$ cat config.mk
export PLATFORM = sky130hd
export DESIGN_NAME = fb_pixel_writer_flat
export DESIGN_NICKNAME = d
export VERILOG_FILES = /design/src/rtl/fb_pixel_writer_if.sv /design/src/rtl/fb_pixel_writer.sv /design/src/flat_wrapper.sv
export SDC_FILE = /design/constraint.sdc
export NUM_CORES = 1
export LEC_CHECK = 0
export ABC_AREA = 1
export CAP_MARGIN = 15
export CORE_MARGIN = 2
export CORE_UTILIZATION = 47
export CTS_BUF_LIST = sky130_fd_sc_hd__clkbuf_4
export CTS_CLUSTER_DIAMETER = 50
export DETAILED_ROUTE_END_ITERATION = 10
export PLACE_DENSITY = 0.93
export SETUP_SLACK_MARGIN = 0.4
export SLEW_MARGIN = 20
export SYNTH_ARGS = -nofsm -noshare
export SYNTH_HDL_FRONTEND = slang
export SYNTH_SLANG_ARGS = --single-unit
$ cat constraint.sdc
create_clock -name clk -period 3.2 [get_ports clk]
set_input_delay 0.64 -clock clk [delete_from_list [all_inputs] [get_ports clk]]
set_output_delay 0.64 -clock clk [all_outputs]
set_load 0.1 [all_outputs]
$ cat src/rtl/fb_pixel_writer_if.sv
`default_nettype none
// ============================================================================
// Module      : fb_pixel_writer_if
// Description : Pixel-request handshake plus shared SRAM request bus
//               used by the framebuffer pixel writer.
// Revision    : 1.0 - initial release
// ============================================================================
interface fb_pixel_writer_if;
  // Pixel request side
  logic        pix_valid;
  logic        pix_ready;
  logic [9:0]  pix_x;
  logic [8:0]  pix_y;
  logic        pix_color;

  // Display status and SRAM request side
  logic [1:0]  VGA_state;
  logic        SRAM_busy;
  logic        data_en;
  logic [31:0] data_from_SRAM;
  logic [31:0] SRAM_address;
  logic        read;
  logic        write;
  logic [31:0] data_to_SRAM;
  logic [3:0]  byte_select_out;

  // Status
  logic        oob_err;
  logic [15:0] pix_count;

  // The pixel writer itself
  modport slave (
    input  pix_valid, pix_x, pix_y, pix_color,
    input  VGA_state, SRAM_busy, data_en, data_from_SRAM,
    output pix_ready, SRAM_address, read, write, data_to_SRAM,
    output byte_select_out, oob_err, pix_count
  );

  // The environment: pixel source, SRAM arbiter and VGA timing
  modport master (
    output pix_valid, pix_x, pix_y, pix_color,
    output VGA_state, SRAM_busy, data_en, data_from_SRAM,
    input  pix_ready, SRAM_address, read, write, data_to_SRAM,
    input  byte_select_out, oob_err, pix_count
  );
endinterface
`default_nettype wire

$ cat src/rtl/fb_pixel_writer.sv
`default_nettype none
// ============================================================================
// Module      : fb_pixel_writer
// Description : Single-pixel read-modify-write client of a 1 bpp SRAM
//               framebuffer. Optional macro FB_BLANK_ONLY_EN holds off new
//               SRAM requests while VGA_state indicates active video.
// Revision    : 1.0 - initial release
// ============================================================================
module fb_pixel_writer #(
  parameter logic [31:0] FB_BASE        = 32'h0,
  parameter logic [31:0] WORDS_PER_LINE = 32'd20,
  parameter logic [31:0] FB_WIDTH       = 32'd640,
  parameter logic [31:0] FB_HEIGHT      = 32'd480
) (
  input  logic               clk,
  input  logic               rst,
  fb_pixel_writer_if.slave   bus
);

  localparam logic [1:0] c_VGA_ACTIVE = 2'd2;

  typedef enum logic [2:0] {
    IDLE    = 3'd0,
    RD_REQ  = 3'd1,
    RD_WAIT = 3'd2,
    WR_REQ  = 3'd3,
    WR_WAIT = 3'd4
  } state_t;

  state_t      r_state;
  state_t      w_state_nxt;
  logic [31:0] r_addr;
  logic [31:0] r_wdata;
  logic [4:0]  r_bit;
  logic        r_color;
  logic        r_oob;
  logic [15:0] r_count;

  logic        w_issue_ok;
  logic        w_in_range;
  logic [31:0] w_addr_calc;
  logic [31:0] w_merged;
  logic        w_ready;
  logic        w_read;
  logic        w_write;
  logic        w_rd_done;
  logic        w_wr_done;
  logic        w_accept;

`ifdef FB_BLANK_ONLY_EN
  assign w_issue_ok = !bus.SRAM_busy && (bus.VGA_state != c_VGA_ACTIVE);
`else
  logic w_unused_vga;
  assign w_unused_vga = ^{bus.VGA_state, c_VGA_ACTIVE};
  assign w_issue_ok   = !bus.SRAM_busy;
`endif

  assign w_in_range  = ({22'd0, bus.pix_x} < FB_WIDTH) &&
                       ({23'd0, bus.pix_y} < FB_HEIGHT);
  assign w_addr_calc = FB_BASE
                     + ({23'd0, bus.pix_y} * WORDS_PER_LINE)
                     + {27'd0, bus.pix_x[9:5]};
  assign w_accept    = (r_state == IDLE) && bus.pix_valid;

  // Bit 0 of the word is the leftmost pixel, so x[4:0] indexes directly.
  always_comb begin
    w_merged        = bus.data_from_SRAM;
    w_merged[r_bit] = r_color;
  end

  // Next state and request strobes; a request, once raised, stays up
  // through the *_WAIT state regardless of SRAM_busy or VGA_state.
  always_comb begin
    w_state_nxt = r_state;
    w_ready     = 1'b0;
    w_read      = 1'b0;
    w_write     = 1'b0;
    unique case (r_state)
      IDLE: begin
        w_ready = 1'b1;
        if (bus.pix_valid && w_in_range) begin
          w_state_nxt = RD_REQ;
        end
      end
      RD_REQ: begin
        if (w_issue_ok) begin
          w_read      = 1'b1;
          w_state_nxt = bus.data_en ? WR_REQ : RD_WAIT;
        end
      end
      RD_WAIT: begin
        w_read = 1'b1;
        if (bus.data_en) begin
          w_state_nxt = WR_REQ;
        end
      end
      WR_REQ: begin
        if (w_issue_ok) begin
          w_write     = 1'b1;
          w_state_nxt = bus.data_en ? IDLE : WR_WAIT;
        end
      end
      WR_WAIT: begin
        w_write = 1'b1;
        if (bus.data_en) begin
          w_state_nxt = IDLE;
        end
      end
      default: begin
        w_state_nxt = IDLE;
      end
    endcase
  end

  assign w_rd_done = w_read  && bus.data_en;
  assign w_wr_done = w_write && bus.data_en;

  always_ff @(posedge clk) begin
    if (rst) begin
      r_state <= IDLE;
      r_addr  <= 32'd0;
      r_wdata <= 32'd0;
      r_bit   <= 5'd0;
      r_color <= 1'b0;
      r_oob   <= 1'b0;
      r_count <= 16'd0;
    end else begin
      r_state <= w_state_nxt;
      // Address is held from latch until the write completes.
      if (w_accept) begin
        if (w_in_range) begin
          r_addr  <= w_addr_calc;
          r_bit   <= bus.pix_x[4:0];
          r_color <= bus.pix_color;
        end else begin
          r_oob   <= 1'b1;
        end
      end
      if (w_rd_done) begin
        r_wdata <= w_merged;
      end
      if (w_wr_done && (r_count != 16'hFFFF)) begin
        r_count <= r_count + 16'd1;
      end
    end
  end

  assign bus.pix_ready       = w_ready;
  assign bus.read            = w_read;
  assign bus.write           = w_write;
  assign bus.SRAM_address    = r_addr;
  assign bus.data_to_SRAM    = r_wdata;
  assign bus.byte_select_out = (w_read || w_write) ? 4'b1111 : 4'b0000;
  assign bus.oob_err         = r_oob;
  assign bus.pix_count       = r_count;

  a_rw_exclusive: assert property (@(posedge clk) disable iff (rst)
    !(w_read && w_write));
  a_read_held: assert property (@(posedge clk) disable iff (rst)
    (w_read && !bus.data_en) |=> w_read);
  a_write_held: assert property (@(posedge clk) disable iff (rst)
    (w_write && !bus.data_en) |=> w_write);

endmodule
`default_nettype wire

$ cat src/flat_wrapper.sv
// flat-port wrapper written by rule: the top's interface ports become plain ports
module fb_pixel_writer_flat 
#(
  parameter logic [31:0] FB_BASE        = 32'h0,
  parameter logic [31:0] WORDS_PER_LINE = 32'd20,
  parameter logic [31:0] FB_WIDTH       = 32'd640,
  parameter logic [31:0] FB_HEIGHT      = 32'd480
)
  (clk, rst, bus_pix_valid, bus_pix_x, bus_pix_y, bus_pix_color, bus_VGA_state, bus_SRAM_busy, bus_data_en, bus_data_from_SRAM, bus_pix_ready, bus_SRAM_address, bus_read, bus_write, bus_data_to_SRAM, bus_byte_select_out, bus_oob_err, bus_pix_count);
  fb_pixel_writer_if bus_i ();
  input  logic clk;
  input  logic rst;
  input wire logic [$bits(bus_i.pix_valid)-1:0] bus_pix_valid;
  input wire logic [$bits(bus_i.pix_x)-1:0] bus_pix_x;
  input wire logic [$bits(bus_i.pix_y)-1:0] bus_pix_y;
  input wire logic [$bits(bus_i.pix_color)-1:0] bus_pix_color;
  input wire logic [$bits(bus_i.VGA_state)-1:0] bus_VGA_state;
  input wire logic [$bits(bus_i.SRAM_busy)-1:0] bus_SRAM_busy;
  input wire logic [$bits(bus_i.data_en)-1:0] bus_data_en;
  input wire logic [$bits(bus_i.data_from_SRAM)-1:0] bus_data_from_SRAM;
  output wire logic [$bits(bus_i.pix_ready)-1:0] bus_pix_ready;
  output wire logic [$bits(bus_i.SRAM_address)-1:0] bus_SRAM_address;
  output wire logic [$bits(bus_i.read)-1:0] bus_read;
  output wire logic [$bits(bus_i.write)-1:0] bus_write;
  output wire logic [$bits(bus_i.data_to_SRAM)-1:0] bus_data_to_SRAM;
  output wire logic [$bits(bus_i.byte_select_out)-1:0] bus_byte_select_out;
  output wire logic [$bits(bus_i.oob_err)-1:0] bus_oob_err;
  output wire logic [$bits(bus_i.pix_count)-1:0] bus_pix_count;
  assign bus_i.pix_valid = bus_pix_valid;
  assign bus_i.pix_x = bus_pix_x;
  assign bus_i.pix_y = bus_pix_y;
  assign bus_i.pix_color = bus_pix_color;
  assign bus_i.VGA_state = bus_VGA_state;
  assign bus_i.SRAM_busy = bus_SRAM_busy;
  assign bus_i.data_en = bus_data_en;
  assign bus_i.data_from_SRAM = bus_data_from_SRAM;
  assign bus_pix_ready = bus_i.pix_ready;
  assign bus_SRAM_address = bus_i.SRAM_address;
  assign bus_read = bus_i.read;
  assign bus_write = bus_i.write;
  assign bus_data_to_SRAM = bus_i.data_to_SRAM;
  assign bus_byte_select_out = bus_i.byte_select_out;
  assign bus_oob_err = bus_i.oob_err;
  assign bus_pix_count = bus_i.pix_count;
  fb_pixel_writer #(.FB_BASE(FB_BASE), .WORDS_PER_LINE(WORDS_PER_LINE), .FB_WIDTH(FB_WIDTH), .FB_HEIGHT(FB_HEIGHT)) u_core (.clk(clk), .rst(rst), .bus(bus_i));
endmodule
==> flow_summary.toml <==
[setup_path]
r2r-start = "u_core.bus.pix_count[0]"
rr_worst_depth = 9
worst_path_dominant_cell_family = "simple AND/OR/NAND/NOR gates"
critical_path.cell_chain = "clkdlybuf4s50_1 -> ha_2 -> ha_4 -> fa_2 -> nand2_1 -> nor2_1 -> nand2_1 -> nand2_2 -> nand2_1 -> nor2_2 -> nand2_1 -> nor2_1 -> nand2_1 -> nand3_1 -> nand2_1 -> inv_1"
worst-path-buf-inv = 2
r2r-end = "u_core.bus.pix_count[10]"
crit_start = "bus_pix_y[0]"
crit_top_cell = "nand2_1"
path_class = "primary input to flop"
cp_max_fo = 4
ff2ff_setup_slack_ns = 1.19
worstPathArrival_ns = 3.11
crit_end = "u_core.bus.SRAM_address[11]"
cp.depth = 16
start_kind = "primary input"
endpoint_kind = "flop"
slowest_stage = "fa_2"
slowest_delay_ns = 0.56
required_ns = 3.55

[die]
pin_count = 147
core_area_sq_mm = 0.008806
die_w_um = 99.71
die-area_sq_mm = 0.009942
initial_core_util_pct = 48.89
std_cell_rows = 34
die-height_um = 99.71

[synth]
synth-seq-cells = 73
synth_largest_area_cell = "dfxtp_1"
avgSynthCellArea_sq_um = 6.717
ys_top_cells_by_area = "dfxtp_1 (34%), nand2_1 (11%), nor2_1 (9.7%)"
syn-instance-count = 641
synth_top_family_by_area = "simple AND/OR/NAND/NOR gates"
yosysWarnings = 0
synth_area_sq_mm = 0.004305
synthSimpleGateAreaFrac_pct = 27.84
synthAdderAreaFrac_pct = 6.161
synth.distinct_cells = 34
netlist.area_leader.share_pct = 33.94
synthXorXnorAreaFrac_pct = 2.645
yosysSeqAreaShare_pct = 33.94
synthMuxAreaShare_pct = 0
synth-compound-area-share_pct = 17.52

[global_routing]
antenna_found_initial = 0
first_global_vias = 4236
grt-ovfl-total = 0
grt_pass1_wl_um = 19440
grtUsageTotal_pct = 23.73
grt_max_degree = 55

[clock_network]
cts_tree = "done"
clock-sinks = 73
post_cts_buffers = 0
clkLatencyLatePin_ns = 0.41
cts_made_buffers = 9
cts_buffer_depth = 2
clk_pin_slew_ns = 0.11
cts_htree_levels = 3
clockRootBuffer = "clkbuf_4"

[power_and_ir_drop]
max-vdd-ir-drop_uv = 1174
p_per_area_mw_per_mm2 = 858.4
clkPwrFrac_pct = 12.2
p_sw_share_pct = 57.58
pwr-share-comb_pct = 62.9
p_sw_mw = 2.800
power.total_mw = 4.863
leakage_nw = 2.519
p_int_mw = 2.063
seqPwrFrac_pct = 25.0

[final_layout]
layout_commonest_cell = "nand2_1"
final_layout_size_suffix_gt1_share_pct = 15.36
final_cells = 876
area_delta_synth_final_pct = 31.59
n_antenna_cell = 0
multiInputGateArea_sq_mm = 0.002449
nets = 842
final_cell_mix = "nand2_1 (120), nor2_1 (109), buf_4 (77)"
fill_cells = 754
regArea_sq_mm = 0.001461

[placed_design]
gp_routability_congestion = 0.9523
place_inst = 860
hpwl_um = 8848
port-buffer-count = 127

[timing]
fin_crit_sh_pct = 86.22
period_needed_ns = 2.759
rsz0062_at_grt = "no"
fin_skew_ns = 0.02020
hold_viol_final = 0
setup_viol = 0
fmax_mhz = 362.4
fin_tns_setup_ns = 0
relSlewSlack_pct = 51.48
tightest_slew_ns = 0.7234
slew_viol_final = 0

[run]
max-cap-violations = 0

[detailed_routing]
vias = 4622
routedWlPerCell_um = 14.01
drt-total-wl_um = 12270
remaining_drc_errors = 0
drt_iter0_drc = 232
viasPerCell = 5.276
first_pass_iters = 5
postRouteAntennaNets = 0

[worst_hold_path]
min_from = "u_core.bus.SRAM_address[14]"
min_path_type = "flop to flop"

[run_status]
status = "finished, final reports clean"
==> power by group through the flow <==
stage | Clock [mW] | Sequential, mW | Combinational (mW)
after CTS | 0.603 | 1.21 | 3.04
after global routing | 0.653 | 1.24 | 3.20
after floorplan | 0 | 2.24 | 1.36
after detailed placement | 0 | 1.23 | 3.03
after global placement | 0 | 1.22 | 2.98
final | 0.591 | 1.22 | 3.06
==> layer usage <==
| layer | track usage [%] | part of all wire [%] |
|---|---|---|
| met5 | 0 | 0 |
| met4 | 6.217 | 1.7 |
| met3 | 5.481 | 7.1 |
| met2 | 42.46 | 50 |
| met1 | 28.58 | 42 |
==> worst register-to-register path: cells and delay by family, from the launching register on <==
family	cells	cell delay (ns)
adder cells (fa/ha/maj)	1	0.19
flip-flops	1	0.42
buffers and inverters	1	0.07
AO/OA/AOI/OAI	1	0.08
AND/OR/NAND/NOR	6	1.21
==> cells in the mapped netlist <==
| cell type | count |
|---|---|
| ha_1 | 18 |
| nand2_1 | 121 |
| nor2_1 | 111 |
| xor2_1 | 7 |
| xnor2_1 | 6 |
| nor3_2 | 1 |
| nand2_2 | 1 |
| buf_2 | 7 |
| o21bai_1 | 1 |
| inv_1 | 60 |
| or2_2 | 2 |
| o21ai_1 | 36 |
| a21oi_1 | 30 |
| buf_6 | 2 |
| dfxtp_1 | 73 |
| buf_4 | 20 |
| o21a_1 | 1 |
| clkbuf_1 | 13 |
| o211ai_1 | 2 |
| nor3_1 | 19 |
| conb_1 | 1 |
| nand4_1 | 5 |
| nor3b_1 | 1 |
| fa_1 | 2 |
| a31oi_1 | 8 |
| nand3_1 | 28 |
| a211oi_1 | 25 |
| inv_2 | 6 |
| nor4_1 | 1 |
| nor2_2 | 2 |
| o21ai_4 | 1 |
| clkinv_1 | 1 |
| and2_1 | 1 |
| o21ai_0 | 28 |
==> cells by family (layout without fill, tap and decap cells) <==
logic type	count (synthesis)	after routing
flops	73	73
compound gates	132	132
other cells	1	17
buf+inv	109	220
xor+xnor	13	13
fa+ha+maj	20	20
simple gates	293	293
==> state kept, by name, indices dropped and copies added, names as in the netlist <==
name / count
u_core.bus.SRAM_address: 15
u_core.bus.pix_count: 16
u_core.r_state: 3
u_core.bus.oob_err: 1
u_core.r_color: 1
u_core.r_bit: 5
u_core.bus.data_to_SRAM: 32
==> final cells by class <==
type / count / share of cell area [%]
Multi-Input combinational cell: 475 / 43.22
Sequential cell: 73 / 25.80
Timing Repair Buffer: 137 / 21.64
Inverter: 67 / 4.439
Tap cell: 108 / 2.385
Clock buffer: 10 / 1.325
Clock inverter: 6 / 1.193
==> worst min-delay path by stage <==
stage	to	slack (ns)	depth (start not counted)
floorplan	u_core.r_bit[0]	0.48	2
global placement	u_core.bus.SRAM_address[14]	0.43	2
detailed placement	u_core.bus.SRAM_address[14]	0.44	2
CTS	u_core.bus.SRAM_address[14]	0.46	2
global route	u_core.bus.SRAM_address[14]	0.49	2
finish	u_core.bus.SRAM_address[14]	0.46	2
==> per-stage QoR <==
step / worst slack [ns] / utilization (%) / hold slack [ns] / cell area [sq um]
final: 0.4409 / 64.34 / 0.4609 / 5665
after global routing: 0.3260 / 64.34 / 0.4917 / 5665
after CTS: 0.4618 / 63.68 / 0.4631 / 5608
after detailed placement: 0.03363 / 62.06 / 0.4443 / 5465
after global placement: 0.07140 / 62.06 / 0.4283 / 5465
after floorplan: 0.5211 / - / 0.4774 / 4368
==> repair_timing <==
| action | 4_1_cts | 5_1_grt |
|---|---|---|
| gates resized for setup | 0 | 12 |
| endpoints found under the setup margin | 0 | 5 |
| hold buffers | 0 | 0 |
Power figures use the tool's default switching activity.
